File: src/rtl/pic_bus_pkg.sv
// Shared types and command-word bit positions for the 8259A-style PIC bus interface.
package pic_bus_pkg;

   typedef enum logic [2:0] {
      IDLE,
      WAIT_ICW2,
      WAIT_ICW3,
      WAIT_ICW4,
      READY
   } pic_state_t;

   localparam int ICW1_SEL = 4;
   localparam int OCW3_SEL = 3;
   localparam int SNGL     = 1;
   localparam int IC4      = 0;
   localparam int OCW3_RR  = 1;
   localparam int OCW3_RIS = 0;
   localparam int OCW3_P   = 2;

endpackage

File: src/rtl/pic_strobe_sync.sv
// Multi-stage synchroniser for an active-low host strobe, with a rising-edge (release) detector.
module pic_strobe_sync
   import pic_bus_pkg::*;
#(
   parameter int SYNC_STAGES = 2
) (
   input  logic clock,
   input  logic reset_n,
   input  logic pin,
   output logic level,
   output logic rise
);

   logic [SYNC_STAGES-1:0] chain;
   logic                   prev;

   // The chain idles at the strobe's inactive level so reset never fakes a release.
   always_ff @(posedge clock) begin
      if (!reset_n) begin
         chain <= '1;
         prev  <= 1'b1;
      end else begin
         chain <= {chain[SYNC_STAGES-2:0], pin};
         prev  <= chain[SYNC_STAGES-1];
      end
   end

   assign level = chain[SYNC_STAGES-1];
   assign rise  = level & ~prev;

endmodule

File: src/rtl/pic_bus_control_seq.sv
// Bus interface and ICW/OCW sequencer for an 8259A-style PIC.
// Optional sticky dropped-write flag built when PIC_BUS_WRITE_ERROR_EN is defined.
module pic_bus_control_seq
   import pic_bus_pkg::*;
#(
   parameter int DATA_WIDTH  = 8,
   parameter int SYNC_STAGES = 2
) (
   input  logic                  clock,
   input  logic                  reset_n,
   input  logic                  cs_n,
   input  logic                  rd_n,
   input  logic                  wr_n,
   input  logic                  address,
   input  logic [DATA_WIDTH-1:0] data_bus_in,
   output logic [DATA_WIDTH-1:0] internal_data_bus,
   output logic                  write_icw1,
   output logic                  write_icw2,
   output logic                  write_icw3,
   output logic                  write_icw4,
   output logic                  write_ocw1,
   output logic                  write_ocw2,
   output logic                  write_ocw3,
   output logic                  read,
   output logic                  read_isr,
   output logic                  poll_cmd,
   output logic                  init_done,
   output logic                  single_mode,
   output logic                  write_error
);

   logic                   wr_sync, wr_rise;
   logic                   rd_sync, rd_rise_unused;
   logic [SYNC_STAGES-1:0] cs_chain;
   logic                   cs_sync;

   pic_strobe_sync #(.SYNC_STAGES(SYNC_STAGES)) u_wr_sync (
      .clock   (clock),
      .reset_n (reset_n),
      .pin     (wr_n),
      .level   (wr_sync),
      .rise    (wr_rise)
   );

   pic_strobe_sync #(.SYNC_STAGES(SYNC_STAGES)) u_rd_sync (
      .clock   (clock),
      .reset_n (reset_n),
      .pin     (rd_n),
      .level   (rd_sync),
      .rise    (rd_rise_unused)
   );

   always_ff @(posedge clock) begin
      if (!reset_n) cs_chain <= '1;
      else          cs_chain <= {cs_chain[SYNC_STAGES-2:0], cs_n};
   end
   assign cs_sync = cs_chain[SYNC_STAGES-1];

   pic_state_t            state;
   logic                  wr_armed;
   logic                  latched_a0;
   logic                  ic4;
   logic [DATA_WIDTH-1:0] latched_data;
   logic                  commit;
   logic                  is_icw1;

   // A write is decoded on WR release, so CS may already be gone by then.
   assign commit  = wr_rise & wr_armed;
   assign is_icw1 = ~latched_a0 & latched_data[ICW1_SEL];
   assign internal_data_bus = latched_data;

   always_ff @(posedge clock) begin
      if (!reset_n) begin
         state        <= IDLE;
         wr_armed     <= 1'b0;
         latched_a0   <= 1'b0;
         latched_data <= '0;
         ic4          <= 1'b0;
         write_icw1   <= 1'b0;
         write_icw2   <= 1'b0;
         write_icw3   <= 1'b0;
         write_icw4   <= 1'b0;
         write_ocw1   <= 1'b0;
         write_ocw2   <= 1'b0;
         write_ocw3   <= 1'b0;
         poll_cmd     <= 1'b0;
         read         <= 1'b0;
         read_isr     <= 1'b0;
         init_done    <= 1'b0;
         single_mode  <= 1'b0;
      end else begin
         write_icw1 <= 1'b0;
         write_icw2 <= 1'b0;
         write_icw3 <= 1'b0;
         write_icw4 <= 1'b0;
         write_ocw1 <= 1'b0;
         write_ocw2 <= 1'b0;
         write_ocw3 <= 1'b0;
         poll_cmd   <= 1'b0;
         read       <= ~rd_sync & ~cs_sync;

         if (!wr_sync && !cs_sync) begin
            wr_armed     <= 1'b1;
            latched_a0   <= address;
            latched_data <= data_bus_in;
         end else if (commit) begin
            wr_armed <= 1'b0;
            if (is_icw1) begin
               write_icw1  <= 1'b1;
               init_done   <= 1'b0;
               single_mode <= latched_data[SNGL];
               ic4         <= latched_data[IC4];
               read_isr    <= 1'b0;
               state       <= WAIT_ICW2;
            end else begin
               // Writes that fit no slot of the current state fall through untouched.
               case (state)
                  WAIT_ICW2: if (latched_a0) begin
                     write_icw2 <= 1'b1;
                     if (!single_mode) state <= WAIT_ICW3;
                     else if (ic4)     state <= WAIT_ICW4;
                     else begin
                        state     <= READY;
                        init_done <= 1'b1;
                     end
                  end
                  WAIT_ICW3: if (latched_a0) begin
                     write_icw3 <= 1'b1;
                     if (ic4) state <= WAIT_ICW4;
                     else begin
                        state     <= READY;
                        init_done <= 1'b1;
                     end
                  end
                  WAIT_ICW4: if (latched_a0) begin
                     write_icw4 <= 1'b1;
                     state      <= READY;
                     init_done  <= 1'b1;
                  end
                  READY: begin
                     if (latched_a0) write_ocw1 <= 1'b1;
                     else if (latched_data[OCW3_SEL]) begin
                        write_ocw3 <= 1'b1;
                        poll_cmd   <= latched_data[OCW3_P];
                        if (latched_data[OCW3_RR]) read_isr <= latched_data[OCW3_RIS];
                     end else write_ocw2 <= 1'b1;
                  end
                  default: ;
               endcase
            end
         end
      end
   end

`ifdef PIC_BUS_WRITE_ERROR_EN
   logic drop;
   logic error_flag;

   always_comb begin
      drop = 1'b0;
      if (commit && !is_icw1) begin
         case (state)
            IDLE:                            drop = 1'b1;
            WAIT_ICW2, WAIT_ICW3, WAIT_ICW4: drop = ~latched_a0;
            default:                         drop = 1'b0;
         endcase
      end
   end

   always_ff @(posedge clock) begin
      if (!reset_n)                error_flag <= 1'b0;
      else if (commit && is_icw1)  error_flag <= 1'b0;
      else if (drop)               error_flag <= 1'b1;
   end

   assign write_error = error_flag;
`else
   assign write_error = 1'b0;
`endif

endmodule

File: config.mk
export PLATFORM = sky130hd
export DESIGN_NAME = pic_bus_control_seq
export DESIGN_NICKNAME = d
export VERILOG_FILES = /design/src/rtl/pic_bus_pkg.sv /design/src/rtl/pic_strobe_sync.sv /design/src/rtl/pic_bus_control_seq.sv
export SDC_FILE = /design/constraint.sdc
export NUM_CORES = 1
export LEC_CHECK = 0
export CORE_MARGIN = 4
export CORE_UTILIZATION = 45
export DETAILED_ROUTE_END_ITERATION = 10
export GPL_TIMING_DRIVEN = 0
export PLACE_DENSITY = 0.75
export SLEW_MARGIN = 20
export SYNTH_ARGS = -nofsm -noshare
export SYNTH_HDL_FRONTEND = slang
export SYNTH_SLANG_ARGS = --single-unit
export TNS_END_PERCENT = 5
File: constraint.sdc
create_clock -name clock -period 1.3 [get_ports clock]
set_input_delay 0.26 -clock clock [delete_from_list [all_inputs] [get_ports clock]]
set_output_delay 0.26 -clock clock [all_outputs]
set_load 0.01 [all_outputs]
# Yosys cells after proc, flatten, opt, wreduce, memory -nomap -nowiden
# Index checks and enable logic that the tools add are counted.
# totals
output_inout_bits	21
elab_cells	90
register_bits	33
input_bits	14
# classes
n_mux	25
eq_ne	9
n_bitwise	16
n_reduce_logical	19
# ops
operator	n
OR reduction 5 bit	4
two-way mux 3 bit	6
two-way mux 1 bit	17
!= test 3 bit (second input constant)	4
inverter 1 bit	12
AND reduction 6 bit	2
one-hot mux 3 bit (3 select lines)	1
nonzero test 2 bit	4
AND reduction 7 bit	1
OR reduction 7 bit	1
equality test 3 x 2 -> 1 bit (second input constant)	2
OR reduction 6 bit	1
bitwise AND 1 bit	4
nonzero test 4 bit	1
equality test 3 x 1 -> 1 bit (second input constant)	1
equality test 3 bit (second input constant)	1
one-hot mux 1 bit (3 select lines)	1
AND reduction 3 bit	1
OR reduction 3 bit	1
zero test 1 bit	2
!= test 2 x 1 -> 1 bit (second input constant)	1
logical AND 1 bit	1

# Logic depth before layout (Yosys ltp)
# Gate-level depths: netlist (run 1).
# depth
ltp_word	5
ltp_mapped	5
depth_no_buf	4

# Hierarchy
# A second synthesis (run 1) with hierarchy kept.
# hier_totals
hier_cells	146
area_unflattened_um2	1317.5
# modules_own_cells
mod	cells_each	seq_area_each_um2	area_per_inst_um2	instances
pic_bus_control_seq	132	560.5	1132.3	1
pic_strobe_sync	7	60.1	92.6	2

# Least setup slack after synthesis (run 1)
# OpenSTA, ideal clock, no wires.
# synth_path
kind	register -> register
from	register latched_data[4] (netlist: internal_data_bus[4])
to	register state[1]
period_less_slack_ns	1.135
path_buffers	1
t_required_ns	1.177
stages_incl_launch_ff	6
path_slack_ns	0.165
setup_ns	0.123
t_arrival_ns	1.012
cell_sequence	dfxtp_1 -> nand2b_1 -> buf_4 -> a21oi_1 -> a21boi_0 -> o21ai_0
# synth_via
elab_chain_cells	3
elab_cells_between_ends	7
cone_classes	eq/ne (3); mux (1); bitwise (1); reduce/logical (2)
# synth_rtl
item	line	text
start, declared	pic_bus_control_seq.sv:63	logic [DATA_WIDTH-1:0] latched_data;
start signal, assigned	pic_bus_control_seq.sv:105	latched_data <= data_bus_in;
bitwise AND 1 bit (*)	pic_bus_control_seq.sv:69	assign is_icw1 = ~latched_a0 & latched_data[ICW1_SEL];
!= test 3 bit (no source line) / nonzero test 4 bit (equally long branches)	--	
AND reduction 6 bit (no source line)	--	
end signal, assigned	pic_bus_control_seq.sv:74	state <= IDLE;
end signal, assigned	pic_bus_control_seq.sv:114	state <= WAIT_ICW2;
end signal, assigned	pic_bus_control_seq.sv:120	if (!single_mode) state <= WAIT_ICW3;
end, declared	pic_bus_control_seq.sv:59	pic_state_t state;
# Every way passes the cells marked *; elsewhere a longest branch is shown, timed or not.
# A chain may end at the register's enable or synchronous reset.

# Final worst setup path (run 1)
# layout_path
from	register latched_data[4] (netlist: internal_data_bus[4])
to	output internal_data_bus[4]
# layout_lines
item	line	text
end, declared	pic_bus_control_seq.sv:16	output logic [DATA_WIDTH-1:0] internal_data_bus,
# No word-level cell between the ends.

==> results of run 1 <==
==> per-stage QoR <==
step	util (%)	setup slack [ps]	cell area (sq um)	setup TNS [ps]
after CTS	64.68	27.01	1632	0
after detailed placement	62.55	2.224	1578	0
after global placement	62.55	85.45	1578	0
after global routing	64.98	-40.77	1639	-241.0
after floorplan	-	164.9	1220	0
final	64.98	47.59	1639	0
==> path summary, 6_finish.rpt <==
kind / end / slack [ps] / depth (start not counted)
max: internal_data_bus[4] / 50 / 1
min: u_wr_sync.chain[0]$_SDFF_PN1_ / 230 / 2
max reg2reg: state[2]$_SDFFE_PN0P_ / 70 / 4
min reg2reg: read$_SDFF_PN0_ / 410 / 1
==> flip-flops by register name, indices dropped and copies added, names as in the netlist <==
name / count
u_wr_sync.prev: 1
write_ocw3: 1
internal_data_bus: 8
cs_chain: 2
write_icw4: 1
write_ocw1: 1
ic4: 1
state: 3
u_wr_sync.chain: 2
init_done: 1
write_icw1: 1
poll_cmd: 1
latched_a0: 1
write_icw2: 1
write_ocw2: 1
wr_armed: 1
single_mode: 1
u_rd_sync.chain: 2
read: 1
read_isr: 1
write_icw3: 1
==> where the power goes <==
part,total [mW],internal (mW),leakage (nW),switching [mW]
Combinational,0.0888,0.0567,0.379,0.0320
Sequential,1.03,1.03,0.271,0.00847
Clock,0.642,0.313,0.0413,0.329
==> cell usage after synthesis (all sizes together) (2+ instances only) <==
master | n | area [sq um]
nand2 | 27 | 101.4
and3 | 2 | 12.51
clkbuf | 5 | 21.27
nand2b | 8 | 50.05
buf | 2 | 15.01
nor3b | 2 | 15.01
nor2b | 3 | 18.77
a21oi | 5 | 25.02
nor2 | 9 | 36.29
nand4 | 3 | 18.77
a21boi | 14 | 105.1
inv | 4 | 15.01
dfxtp | 33 | 660.6
o21ai | 7 | 35.03
and3b | 2 | 17.52
==> repair_timing <==
item / in CTS / in global routing
setup endpoints to repair: 21 / 17
pin swaps: 0 / 1
gates cloned: 0 / 0
resized for setup: 24 / 5
buffers inserted: 0 / 0
==> final cells by class <==
| class | count | area (sq um) |
|---|---|---|
| sequential | 33 | 668.1 |
| multi-input combinational | 92 | 520.5 |
| buffer | 6 | 32.53 |
| fill | 246 | 883.3 |
| clock buffer | 7 | 65.06 |
| clock inverter | 1 | 5.005 |
| timing repair buffer | 32 | 295.3 |
| tap | 30 | 37.54 |
| inverter | 4 | 15.01 |
==> layer usage <==
layer	global-route usage, %	vias to the layer above	share of wire, %
met5	0	-	0
met4	6.646	0	1.7
met3	6.048	6	5.1
met2	29.63	23	52
met1	17.75	484	41
li1	-	526	-
==> cells by family (layout without fill, tap and decap cells) <==
logic type,count (synthesis),after routing,share of synthesized area (%)
other,1,1,0.3074
AND/OR/NAND/NOR,62,62,25.44
AO/OA/AOI/OAI,28,28,14.97
flip-flops,33,33,54.15
buffers and inverters,11,50,4.204
multiplexers,1,1,0.9230
==> flow_metrics.tcl, run 1 <==
set metrics [dict create \
    status "finished clean" \
    dieWidth_um 60.07 \
    grt_pass1_vias 1009 \
    dp_hpwl_mm 1.917 \
    synth.distinct_cells 28 \
    route.final.wire_length_mm 2.531 \
    drtAntennaViolNets 0 \
    cp_top_family "flip-flops" \
    critPathMaxFanout 5 \
    htreeDepth 2 \
    clk_pin_slew_ps 90 \
    route.detailed.drc 0 \
    synth_warnings 0 \
    endpoint_kind "output pin" \
    final-hold-violation-count 0 \
    syn-instance-count 136 \
    peakVddDrop_v 0.0009231 \
    slew_viol_final 0 \
    mappedNetlistArea_sq_um 1220 \
    syn2layout_area_growth_pct 34.36 \
    fmax_mhz 798.5 \
    grt_overflow 0 \
    period_needed_ps 1252 \
    synth_edf_count 0 \
    cts.root.buffer_cell "clkbuf_4" \
    critical-path-max-stage-delay_ps 390 \
    crit_start "internal_data_bus[4]$_SDFFE_PN0P_" \
    grt_max_degree 11 \
    dominantRegCellSynth "dfxtp_1" \
    grt_usage_pct 16.70 \
    crit_slowest_cell "dfxtp_2" \
    final_nets 188 \
    hold_buffers 0 \
    cts_tree "yes" \
    diodes 0 \
    dieArea_sq_um 3608 \
    p_per_area_nw_per_um2 1077 \
    slew_headroom_pct 60.98 \
    power_mw 1.765 \
    wire_per_inst_um 12.35 \
    grt_pass1_wl_mm 4.395 \
    tightest_slew_ps 583.2 \
    finClkSkew_ps 7.272 \
    syn_nets 150 \
    most-common-layout-cells "27 x nand2_1, 27 x dfxtp_1, 20 x dlygate4sd2_1, 13 x a21boi_0, 12 x clkdlybuf4s50_1" \
    ys_async_sr_fraction_pct 0 \
    rsz0062_at_grt "yes" \
    crit_chain "dlygate4sd2_1" \
    worstPathRequired_ps 1040 \
    holdCritStartpoint "reset_n" \
    die-height_um 60.07 \
    synth-seq-cells 33 \
    placement_rows 18 \
    pin_count 35 \
    hold_path_class "primary input to flip-flop" \
    worstSkewPairLatency_ps 330 \
    finalSetupViolCount 0 \
    avgViaCountPerCell 5.068 \
    crit_buf_inv 1 \
    worstReg2RegStart "u_wr_sync.prev$_SDFF_PN1_" \
    drtIter0Drc 28 \
    drt_pre_antenna_iters 4 \
    core_area_sq_um 2522 \
    place_inst 198 \
    start_kind "flip-flop" \
    avgSynthCellArea_sq_um 8.970 \
    fin_cells 205 \
    p_leak_nw 0.6912 \
    drive_above_1_share_pct 13.71 \
    initial_core_util_pct 48.36 \
    gp_congestion 0.7864 \
    hold_ws_ps 230.5 \
    clock-sinks 33 \
    min_period_over_period_pct 96.34 \
    clock_path_buffers 2 \
    setup.worst_path.class "flip-flop to output pin" \
    io_buffers 32 \
    antenna_found_initial 0 \
    worstPathArrival_ps 990 \
    cts_buffers 5 \
    maxCapViolCount 0 \
    vias 1039 \
    yosysSeqAreaShare_pct 54.15 \
]
Power figures use the tool's default switching activity.
==> run 2: changes to the inputs <==
==> constraint.sdc (replaced) <==
create_clock -name clock -period 1.3 [get_ports clock]
set_input_delay 0.13 -clock clock [delete_from_list [all_inputs] [get_ports clock]]
set_output_delay 0.13 -clock clock [all_outputs]
set_load 0.01 [all_outputs]
==> flow_metrics.tcl, run 2 (same netlist as run 1, synthesis figures left out) <==
set metrics [dict create \
    grt_overflow 0 \
    crit_buf_inv 0 \
    peakVddDrop_v 0.0009229 \
    finClkSkew_ps 7.745 \
    worstSkewPairLatency_ps 330 \
    wire_per_inst_um 12.29 \
    dp_hpwl_mm 1.917 \
    syn2layout_area_growth_pct 34.15 \
    clk_pin_slew_ps 90 \
    cts_buffers 5 \
    dieWidth_um 60.07 \
    most-common-layout-cells "29 x dfxtp_1, 27 x nand2_1, 20 x dlygate4sd2_1, 13 x a21boi_0, 12 x clkdlybuf4s50_1" \
    placement_rows 18 \
    final-hold-violation-count 0 \
    htreeDepth 2 \
    dieArea_sq_um 3608 \
    hold_ws_ps 102.3 \
    grt_pass1_wl_mm 4.395 \
    gp_congestion 0.7864 \
    route.detailed.drc 0 \
    grt_pass1_vias 1009 \
    critPathMaxFanout 7 \
    slew_headroom_pct 60.97 \
    p_sw_mw 0.3671 \
    largest_register_ffs 8 \
    p_int_mw 1.395 \
    die-height_um 60.07 \
    drive_above_1_share_pct 12.57 \
    hold_path_class "primary input to flip-flop" \
    cts.root.buffer_cell "clkbuf_4" \
    slew_viol_final 0 \
    io_buffers 32 \
    setup.worst_path.class "flip-flop to flip-flop" \
    drt_pre_antenna_iters 4 \
    route.final.wire_length_mm 2.519 \
    status "finished clean" \
    p_leak_nw 0.6902 \
    grt_max_degree 11 \
    crit_chain "nand3b_2 -> nor2_4 -> o221ai_1 -> a21oi_1" \
    crit_slowest_cell "dfxtp_1" \
    pin_count 35 \
    p_per_area_nw_per_um2 1077 \
    clock_path_buffers 2 \
    period_needed_ps 1228 \
    min_period_over_period_pct 94.47 \
    initial_core_util_pct 48.36 \
    cts_tree "yes" \
    p_comb_share_pct 5.0 \
    worstPathRequired_ps 1560 \
    tightest_slew_ps 583.3 \
    hold_buffers 0 \
    setup_tns_ps 0 \
    power_mw 1.762 \
    start_kind "flip-flop" \
    worstPathArrival_ps 1480 \
    final_nets 188 \
    clock_power_share_pct 36.3 \
    avgViaCountPerCell 5.088 \
    maxCapViolCount 0 \
    seqPwrFrac_pct 58.7 \
    swShare_pct 20.83 \
    final_common_cell "dfxtp_1" \
    clock-sinks 33 \
    rsz0062_at_grt "yes" \
    core_area_sq_um 2522 \
    grt_usage_pct 16.70 \
    endpoint_kind "flip-flop" \
    cp_top_family "simple AND/OR/NAND/NOR gates" \
    finalSetupViolCount 0 \
    diodes 0 \
    drtAntennaViolNets 0 \
    fmax_mhz 814.3 \
    antenna_found_initial 0 \
    critical-path-max-stage-delay_ps 330 \
    vias 1043 \
    drtIter0Drc 28 \
]
==> run 2: cell count changes in the layout (fill, tap and decap cells not counted) <==
| cell | delta |
|---|---|
| dfxtp_1 | +2 |
| dfxtp_2 | -2 |
==> run 2: path summary, 6_finish.rpt <==
kind | end | slack, ps | cells after the start | startpoint
hold reg to reg | read$_SDFF_PN0_ | 410 | 1 | u_rd_sync.chain[1]$_SDFF_PN1_
setup / recovery | state[2]$_SDFFE_PN0P_ | 70 | 4 | u_wr_sync.prev$_SDFF_PN1_
setup reg to reg | state[2]$_SDFFE_PN0P_ | 70 | 4 | u_wr_sync.prev$_SDFF_PN1_
hold / removal | u_wr_sync.chain[0]$_SDFF_PN1_ | 100 | 2 | reset_n
==> run 2: final cells by class <==
| type | count | area (sq um) |
|---|---|---|
| clock inverter | 1 | 5.005 |
| tap | 30 | 37.54 |
| fill | 246 | 885.9 |
| buffer | 6 | 32.53 |
| timing repair buffer | 32 | 295.3 |
| inverter | 4 | 15.01 |
| clock buffer | 7 | 65.06 |
| multi-input combinational | 92 | 520.5 |
| sequential | 33 | 665.6 |
==> run 2: stage by stage <==
step / std cells / utilization [%] / setup slack, ps / area, sq um
3_5_place_dp: 198 / 62.55 / 2.224 / 1578
4_1_cts: 206 / 64.68 / 42.93 / 1632
6_report: 205 / 64.88 / 71.88 / 1637
5_1_grt: 205 / 64.88 / -40.77 / 1637
3_3_place_gp: 198 / 62.55 / 95.41 / 1578
2_1_floorplan: 136 / - / 164.9 / 1220
==> run 2: timing repair <==
| item | 4_1_cts | 5_1_grt |
|---|---|---|
| hold endpoints to repair | 0 | 0 |
| resized for setup | 24 | 3 |
| pin swaps | 0 | 1 |
| setup buffers | 0 | 0 |
| gates cloned | 0 | 0 |
| endpoints found under the setup margin | 21 | 15 |
==> run 2: metal layers <==
| layer | track usage, % | up-vias | routed length [um] |
|---|---|---|---|
| li1 | - | 528 | - |
| met2 | 29.63 | 27 | 1307 |
| met1 | 17.75 | 482 | 1033 |
| met3 | 6.048 | 6 | 137 |
| met5 | 0 | - | 0 |
| met4 | 6.646 | 0 | 42 |
==> run 2: power groups by stage <==
stage | clock network, mW | logic, mW | registers [mW]
finish | 0.640 | 0.0886 | 1.03
global route | 0.709 | 0.0989 | 1.04
CTS | 0.655 | 0.0905 | 1.03
detailed placement | 0 | 0.0936 | 1.06
global placement | 0 | 0.0917 | 1.06
floorplan | 0 | 0.0370 | 1.06
==> run 3: changes to the inputs <==
- CORE_UTILIZATION: 45 -> 35
- MAX_ROUTING_LAYER: default -> met4
- PLACE_DENSITY: 0.75 -> 0.63
- clock period: 1.3 -> 1.1 ns (I/O delays scaled with it)
==> flow_metrics.tcl, run 3 (same netlist as run 1, synthesis figures left out) <==
set metrics [dict create \
    status "finished, violations left" \
    violations "negative setup slack" \
    grt_overflow 0 \
    drt_pre_antenna_iters 4 \
    grt_pass1_wl_mm 4.305 \
    rsz0062_at_grt "yes" \
    grt_max_degree 11 \
    wire_per_inst_um 12.03 \
    dieWidth_um 67.04 \
    worstPathArrival_ps 1460 \
    largest_register_ffs 8 \
    cts.root.buffer_cell "clkbuf_4" \
    dieArea_sq_um 4494 \
    multi_input_area_sq_um 564.3 \
    fmax_mhz 845.2 \
    clock-sinks 33 \
    power_mw 1.969 \
    route.detailed.drc 0 \
    finClkSkew_ps 7.493 \
    finalSetupViolCount 6 \
    io_buffers 32 \
    route.final.wire_length_mm 2.706 \
    peakVddDrop_v 0.0006788 \
    dp_hpwl_mm 1.901 \
    min_period_over_period_pct 107.6 \
    critPathMaxFanout 4 \
    cts_tree "yes" \
    nFillCells 360 \
    worstPathRequired_ps 1380 \
    hold_path_class "primary input to flip-flop" \
    period_needed_ps 1183 \
    critical-path-max-stage-delay_ps 390 \
    final-hold-violation-count 0 \
    drtIter0Drc 41 \
    grt_usage_pct 13.26 \
    drive_above_1_share_pct 24.58 \
    cts_buffers 5 \
    clk_pin_slew_ps 100 \
    pin_count 35 \
    endpoint_kind "flip-flop" \
    setup.worst_path.class "flip-flop to flip-flop" \
    syn2layout_area_growth_pct 41.64 \
    slew_viol_final 0 \
    die-height_um 67.04 \
    clock_path_buffers 2 \
    antenna_found_initial 0 \
    htreeDepth 2 \
    setup_tns_ps -287.2 \
    p_per_area_nw_per_um2 1140 \
    worstSkewPairLatency_ps 330 \
    start_kind "flip-flop" \
    crit_buf_inv 0 \
    avgViaCountPerCell 4.600 \
    placement_rows 21 \
    grt_pass1_vias 1010 \
    seqCellArea_sq_um 680.7 \
    worst_slack_ps -83.10 \
    crit_slowest_cell "dfxtp_4" \
    core_area_sq_um 3363 \
    gp_congestion 0.7059 \
    cp_top_family "simple AND/OR/NAND/NOR gates" \
    hold_buffers 0 \
    maxCapViolCount 0 \
    final_core_util_pct 51.38 \
    vias 1035 \
    drtAntennaViolNets 0 \
    most-common-layout-cells "27 x nand2_1, 21 x dfxtp_1, 15 x dlygate4sd2_1, 12 x clkdlybuf4s50_1" \
    final_nets 192 \
    crit_chain "and3b_2 -> nand4_1 -> nor3_2 -> and3_1" \
    p_leak_nw 0.6994 \
    initial_core_util_pct 36.27 \
    diodes 0 \
    final_common_cell "nand2_1" \
]
## run 3: cell types whose count changed in the layout (fill, tap and decap cells not counted), moves of 3 or more
cell	previous run	this run
a21boi_0	13	10
buf_4	2	5
dfxtp_1	29	21
dfxtp_2	4	10
dlygate4sd2_1	20	15
## run 3: stage by stage
stage | setup slack [ps] | cell area [sq um] | hold WS, ps | cells
final | -83.10 | 1728 | 80.29 | 225
after global routing | -184.3 | 1728 | 98.76 | 225
after CTS | -117.8 | 1645 | 81.93 | 222
after detailed placement | -163.5 | 1600 | 387.3 | 214
after global placement | -112.4 | 1600 | 385.1 | 214
after floorplan | 0.06728 | 1222 | 211.5 | 136
## run 3: timing repair
action                                  CTS  global route
pin swaps                                 1             8
resized for setup                        30            30
hold endpoints to repair                  0             0
setup buffers                             0             4
endpoints found under the setup margin   39            28
## run 3: worst paths after layout
kind,start,endpoint,slack (ps),cells after the start
worst max register to register,u_wr_sync.chain[1]$_SDFF_PN1_,poll_cmd$_SDFF_PP0_,-80,4
worst max-delay path,u_wr_sync.chain[1]$_SDFF_PN1_,poll_cmd$_SDFF_PP0_,-80,4
worst min register to register,u_rd_sync.chain[1]$_SDFF_PN1_,read$_SDFF_PN0_,400,1
worst min-delay path,reset_n,cs_chain[0]$_SDFF_PN1_,80,2
## run 3: final cells by class
type	count	area share, %
inverters	4	0.8689
clock buffers	6	2.390
repair buffers	36	18.32
well taps	46	3.331
flip-flops and latches	33	39.39
multi-input cells	92	32.66
clock inverters	2	0.5793
plain buffers	6	2.462
## run 3: per-layer routing
metal	vias to the layer above	wire length (um)	global-route usage (%)
met5	-	0	-
li1	531	-	-
met3	4	112	4.216
met2	18	1426	22.21
met4	0	48	6.835
met1	482	1118	13.89
## run 3: report_power, final
group	internal, mW	total [mW]	switching (mW)
combinational	0.0700	0.113	0.0426
sequential	1.21	1.22	0.0124
clock	0.243	0.636	0.393
total	1.52	1.97	0.448
